$ cat src/rtl/tx_frame_ctrl.sv
// Transmit frame sequencer: SOF, then each payload byte as four 2-bit PPM symbols (MSB first), then EOF.
// Every WAIT_* state is guarded by a TIMEOUT-cycle watchdog that aborts the frame with an err pulse.
module tx_frame_ctrl #(
    parameter int TIMEOUT = 255
) (
    input  logic       clk,
    input  logic       rst_n,
    input  logic       start,
    input  logic [7:0] frame_len,
    input  logic       byte_valid,
    input  logic [7:0] byte_data,
    output logic       byte_ready,
    output logic       control_sof,
    input  logic       sof_done,
    output logic       sym_start,
    output logic [1:0] sym_data,
    input  logic       sym_done,
    output logic       control_eof,
    input  logic       eof_done,
    output logic       busy,
    output logic       frame_done,
    output logic       err
);

    typedef enum logic [3:0] {
        IDLE, SOF, WAIT_SOF, FETCH, SYM, WAIT_SYM, EOF, WAIT_EOF, DONE
    } state_t;

    // A WAIT state gives up at the end of the cycle in which its counter reads TIMEOUT-1.
    localparam logic [7:0] WAIT_LAST = 8'(TIMEOUT - 1);

    state_t     state_q, state_d;
    logic [7:0] remaining_q, remaining_d;
    logic [7:0] byte_q, byte_d;
    logic [1:0] idx_q, idx_d;
    logic [7:0] wait_cnt_q, wait_cnt_d;
    logic [1:0] sym_data_q, sym_data_d;
    logic       byte_ready_q, control_sof_q, sym_start_q, control_eof_q;
    logic       busy_q, frame_done_q, err_q, err_d;
    logic       timed_out;
    logic       in_wait;

    function automatic logic [1:0] pick_sym(input logic [7:0] b, input logic [1:0] i);
        case (i)
            2'd0:    return b[7:6];
            2'd1:    return b[5:4];
            2'd2:    return b[3:2];
            default: return b[1:0];
        endcase
    endfunction

    always_comb begin
        state_d     = state_q;
        remaining_d = remaining_q;
        byte_d      = byte_q;
        idx_d       = idx_q;
        sym_data_d  = sym_data_q;
        wait_cnt_d  = '0;
        err_d       = 1'b0;
        timed_out   = (wait_cnt_q == WAIT_LAST);
        in_wait     = (state_q == WAIT_SOF) || (state_q == WAIT_SYM) || (state_q == WAIT_EOF);

        case (state_q)
            IDLE: begin
                if (start) begin
                    remaining_d = frame_len;
                    state_d     = SOF;
                end
            end
            SOF: state_d = WAIT_SOF;
            WAIT_SOF: begin
                if (sof_done) begin
                    state_d = (remaining_q != 8'd0) ? FETCH : EOF;
                end else if (timed_out) begin
                    state_d = IDLE;
                    err_d   = 1'b1;
                end
            end
            FETCH: begin
                if (byte_valid && byte_ready_q) begin
                    byte_d     = byte_data;
                    idx_d      = 2'd0;
                    sym_data_d = byte_data[7:6];
                    state_d    = SYM;
                end
            end
            SYM: state_d = WAIT_SYM;
            WAIT_SYM: begin
                if (sym_done) begin
                    if (idx_q != 2'd3) begin
                        idx_d      = idx_q + 2'd1;
                        sym_data_d = pick_sym(byte_q, idx_q + 2'd1);
                        state_d    = SYM;
                    end else begin
                        remaining_d = remaining_q - 8'd1;
                        state_d     = (remaining_q == 8'd1) ? EOF : FETCH;
                    end
                end else if (timed_out) begin
                    state_d = IDLE;
                    err_d   = 1'b1;
                end
            end
            EOF: state_d = WAIT_EOF;
            WAIT_EOF: begin
                if (eof_done) begin
                    state_d = DONE;
                end else if (timed_out) begin
                    state_d = IDLE;
                    err_d   = 1'b1;
                end
            end
            DONE: state_d = IDLE;
            default: state_d = IDLE;
        endcase

        // The counter runs only while a WAIT state is held; any other state clears it.
        if (in_wait && (state_d == state_q)) begin
            wait_cnt_d = wait_cnt_q + 8'd1;
        end
    end

    always_ff @(posedge clk or negedge rst_n) begin
        if (!rst_n) begin
            state_q       <= IDLE;
            remaining_q   <= '0;
            byte_q        <= '0;
            idx_q         <= '0;
            wait_cnt_q    <= '0;
            sym_data_q    <= '0;
            byte_ready_q  <= 1'b0;
            control_sof_q <= 1'b0;
            sym_start_q   <= 1'b0;
            control_eof_q <= 1'b0;
            busy_q        <= 1'b0;
            frame_done_q  <= 1'b0;
            err_q         <= 1'b0;
        end else begin
            state_q       <= state_d;
            remaining_q   <= remaining_d;
            byte_q        <= byte_d;
            idx_q         <= idx_d;
            wait_cnt_q    <= wait_cnt_d;
            sym_data_q    <= sym_data_d;
            byte_ready_q  <= (state_d == FETCH);
            control_sof_q <= (state_d == SOF);
            sym_start_q   <= (state_d == SYM);
            control_eof_q <= (state_d == EOF);
            busy_q        <= (state_d != IDLE);
            frame_done_q  <= (state_d == DONE);
            err_q         <= err_d;
        end
    end

    assign byte_ready  = byte_ready_q;
    assign control_sof = control_sof_q;
    assign sym_start   = sym_start_q;
    assign sym_data    = sym_data_q;
    assign control_eof = control_eof_q;
    assign busy        = busy_q;
    assign frame_done  = frame_done_q;
    assign err         = err_q;

endmodule

$ cat config.mk
export PLATFORM = sky130hd
export DESIGN_NAME = tx_frame_ctrl
export DESIGN_NICKNAME = d
export VERILOG_FILES = /design/src/rtl/tx_frame_ctrl.sv
export SDC_FILE = /design/constraint.sdc
export NUM_CORES = 1
export LEC_CHECK = 0
export CAP_MARGIN = 25
export CORE_ASPECT_RATIO = 2
export CORE_MARGIN = 5
export CORE_UTILIZATION = 40
export CTS_BUF_LIST = sky130_fd_sc_hd__clkbuf_8
export DETAILED_ROUTE_END_ITERATION = 8
export HOLD_SLACK_MARGIN = 0.03
export SLEW_MARGIN = 30
export SYNTH_ARGS = -nofsm -noshare
export SYNTH_HDL_FRONTEND = slang
export SYNTH_SLANG_ARGS = --single-unit
$ cat constraint.sdc
create_clock -name clk -period 2.3 [get_ports clk]
set_input_delay 0.345 -clock clk [delete_from_list [all_inputs] [get_ports clk]]
set_output_delay 0.345 -clock clk [all_outputs]
set_load 0.02 [all_outputs]
### After elaboration in Yosys (flattened, before gate mapping)

Index checks and enable logic that the tools add are counted.

* muxes and demuxes: 29
* reductions and logical operators: 13
* $add $sub $neg: 3
* equality and inequality tests: 23

Operators by type and width (number)
* $mux 8: 4
* $pmux 4 s8: 1
* $eq 4x3->1 const B: 6
* $mux 4: 6
* $pmux 8 s2: 1
* $eq 4x2->1 const B: 3
* $mux 2: 6
* $ne 2x2->1 const B: 5
* $mux 3: 3
* $add 8x1->8 const B: 1
* $eq 4x1->1 const B: 2
* $eq 8x1->1 const B: 1
* $eq 8x8->1 const B: 1
* $pmux 2 s2: 2
* $reduce_and 4->1: 2
* $reduce_bool 8->1: 1
* $sub 8x1->8 const B: 1
* $pmux 2 s3: 1
* $eq 4x4->1: 1
* $eq 4x4->1 const B: 1
* $logic_not 4->1: 1
* $mux 1: 4
* $reduce_bool 2->1: 2
* $reduce_bool 4->1: 1
* other kinds (9): 11

* logic and storage cells: 81
* flip-flop bits (word level): 39
* output and inout port bits: 9

### Logic depth before layout (Yosys ltp)

* depth after elaboration: 8
* depth in mapped cells: 8
* mapped depth without buffers: 8

### Least setup slack after synthesis

OpenSTA, ideal clock, no wires.

* path kind: reg2reg
* start point: reg wait_cnt_q[0] (netlist name)
* end point: reg sym_data_q[0], in the netlist sym_data[0]
* library setup time: 0.125 ns
* data arrival time: 1.883 ns
* stages on the path, launching flop included: 9
* clock period less this slack: 2.008 ns
* slack: 0.292 ns
* path buffers: 0
* cell sequence: dfrtp_1 > inv_1 > ha_1 > and3_2 > nand2_1 > a21o_1 > a311oi_2 > nand3b_4 > mux2_4

RTL lines
* end signal: assignment: line 143 `sym_data_q <= sym_data_d;`
* end: declaration: line 37 `logic [1:0] sym_data_q, sym_data_d;`

==> run metrics <==
status=finished, final reports clean; Chip Width=61.46 um; fmax=466.5 MHz; Pre-Repair DR Iteration Count=4; share of layout cells above drive strength 1=0.1719; Register-to-Register Setup Slack=160 ps; Post-Syn Instances=210; peak per-stage delay on the critical path=410 ps; peak supply drop=0.7338 mV; Sink Count=39; H-tree depth=2; most used flip-flop cell after synthesis=dfrtp_1; routed len/inst=14.83 um; worst min path class=in -> async; clk slew on worst S/H paths=80 ps; total number of vias=1682; Worst setup SP type=register; grt ovf=0; Port Buf Inserts=31; Fin. Hold Viols=0; mux cell area share after synthesis=0.07088; hold-fix buffers at CTS=0; compound-gate portion of the synthesized area=0.1654; slack of the critical path=156.3 ps; Post-synth EDFFs=0; Slew Viols, Final=0; fraction of registers with async set/reset=1.000; sw power=1.180 mW; io pins=32; Clock Tree Buf Depth=2; post-synthesis xor/xnor area fraction=0.02481; Critical R2R Capture=sym_data[1]; FF+latch count, synth=39; share of total power in sequential cells=0.390; GR Util All Layers=0.1497; post-synth net total=242; part of the cycle the worst path needs=0.9321; Final TNS setup=0 ps; full die area=0.006939 mm^2; critical path type=reg -> reg; post-synthesis simple-gate area fraction=0.1831; max cap viols=0; GP Congestion=0.8081; main combinational cell family by area after synthesis=simple AND/OR/NAND/NOR gates; Routed WL=4.658 mm; CTS tree=done; endpoints failing setup=0; unrepaired setup endpoints after global routing=no; Synth Warn #=0; Antenna diodes=0; Die Span Y=112.9 um; critical path arrival=2320 ps; Leakage=1.199 nW; Core Area=0.005139 mm^2; first-pass GRT wire length=7.921 mm; vias in the first global route=1826; reg2reg path depth=8; Worst Tran Pin Value=501.9 ps; initial antenna violation count=0; Initial DRC Count=51; clock power share=0.148; Nets=287; crit path cell chain=inv_1, ha_1, and3_2, a211oi_1, o22ai_1, and2_1, nand3b_4, mux2_4; Post-DP HPWL=3.500 mm; Sw Ratio=0.3931; post-route ant nets=0; worst-skew pair later-pin latency=300 ps; final clock skew=8.361 ps; drt drc=0; CP required=2480 ps; Setup crit start=wait_cnt_q[0]; Max FO, Critical Path=5; Rows=37; Vias per Instance=5.357; pre-CTS setup slack=15.70 ps; worst r2r src=wait_cnt_q[0]; Avg Cell Area, Syn=10.09 um^2; post-synthesis sequential area ratio=0.4607; PwrDens=1132 mW/mm^2; Root Driver=clkbuf_8; fin crit period=2144 ps; Critical Path Slowest Stage Cell=dfrtp_1; Synth cell types=54; initial core utilization=0.4122; post-CTS setup buffer count=0; Post-CTS Resized=0; fraction of the mapped netlist area in adder cells=0.05316; largest net degree at the start of global routing=40; synthesis-to-layout area growth=25.22%; clock buffer count from CTS=5; Power Internal=1.822 mW; combinational group share of total power=0.462; Slew headroom=0.6654; crit path capture type=register; mapped cell area=0.002118 mm^2
-- how the worst max path moves through the flow --
stage	endpoint	cells after the start
after global routing	sym_data[1]	8
after floorplan	sym_data[0]	8
after detailed placement	sym_data[0]	7
after global placement	sym_data[0]	7
after CTS	sym_data[1]	8
final	sym_data[1]	8
-- layer usage --
| layer | part of all wire | GRT usage | up-vias | routed length [um] |
|---|---|---|---|---|
| met3 | 0.043 | 0.03196 | 14 | 202 |
| met2 | 0.54 | 0.2680 | 36 | 2525 |
| met1 | 0.38 | 0.1536 | 802 | 1776 |
| li1 | - | - | 830 | - |
| met5 | 0 | 0 | - | 0 |
| met4 | 0.033 | 0.07649 | 0 | 153 |
-- final cells by class --
cell class	count	area, um^2
Multi-Input combinational cell	150	1054
Clock inverter	3	12.51
Inverter	13	48.80
Tap cell	58	72.57
Timing Repair Buffer	46	420.4
Clock buffer	5	68.82
Sequential cell	39	975.9
Fill cell	494	2486
-- sequential cells by signal, indices dropped and copies added, names as in the netlist --
signal,count
byte_q,8
remaining_q,8
wait_cnt_q,8
state_q,4
idx_q,2
sym_data,2
busy,1
byte_ready,1
control_eof,1
control_sof,1
err,1
frame_done,1
sym_start,1
-- power groups by stage --
| stage | combinational (mW) | clock (mW) | sequential, mW |
|---|---|---|---|
| finish | 1.39 | 0.445 | 1.17 |
| global route | 1.54 | 0.482 | 1.21 |
| CTS | 1.40 | 0.458 | 1.17 |
| detailed placement | 1.38 | 0 | 1.19 |
| global placement | 1.37 | 0 | 1.18 |
| floorplan | 0.929 | 0 | 1.15 |
-- critical path, delay by kind of cell (launching register included) --
kind | cells | cell delay (ps)
fa+ha+maj | 1 | 180
flops | 1 | 410
buf+inv | 1 | 60
mux | 1 | 300
simple gates | 3 | 560
compound gates | 2 | 500
-- cells in the mapped netlist, types with 2 or more instances --
| cell type | instances | area share |
|---|---|---|
| nand4b_1 | 2 | 0.0083 |
| ha_1 | 9 | 0.053 |
| and2_1 | 2 | 0.0059 |
| mux2i_1 | 3 | 0.014 |
| a22oi_1 | 2 | 0.0071 |
| mux2_2 | 8 | 0.043 |
| xnor2_1 | 2 | 0.0083 |
| xor2_1 | 4 | 0.017 |
| nor2b_1 | 2 | 0.0059 |
| nand3b_1 | 2 | 0.0071 |
| inv_1 | 12 | 0.021 |
| dfrtp_1 | 39 | 0.46 |
| o21ai_0 | 14 | 0.033 |
| a21oi_1 | 14 | 0.033 |
| nand3_1 | 8 | 0.019 |
| nand2b_1 | 2 | 0.0059 |
| a211oi_1 | 2 | 0.0071 |
| a222oi_1 | 2 | 0.0095 |
| clkbuf_1 | 5 | 0.0089 |
| nor2_1 | 19 | 0.034 |
| nand2_1 | 16 | 0.028 |
| buf_2 | 2 | 0.0047 |
| o22ai_1 | 2 | 0.0059 |
| mux2_4 | 2 | 0.014 |
| nor3_1 | 6 | 0.014 |
-- metrics by stage --
| stage | instance area [um^2] | utilization | hold slack (ps) | total power, mW | instances |
|---|---|---|---|---|---|
| after floorplan | 2118 | - | 49.41 | 2.080 | 210 |
| after global placement | 2569 | 0.4999 | 494.2 | 2.549 | 306 |
| after detailed placement | 2569 | 0.4999 | 501.3 | 2.571 | 306 |
| after CTS | 2650 | 0.5157 | 197.1 | 3.032 | 314 |
| after global routing | 2653 | 0.5162 | 49.75 | 3.234 | 314 |
| final | 2653 | 0.5162 | 4.893 | 3.002 | 314 |
-- placed cells by master (no fill, tap or decap), drive strengths merged, types with 9 or more instances in the layout --
cell            n
dfrtp          39
clkdlybuf4s50  30
nor2           19
nand2          16
buf            16
inv            15
a21oi          15
o21ai          15
mux2           10
ha              9
-- cell families after synthesis --
logic type,after synthesis
compound gates,51
fa+ha+maj,9
flops,39
mux,13
buf+inv,21
simple gates,71
xor+xnor,6
Power figures use the tool's default switching activity.
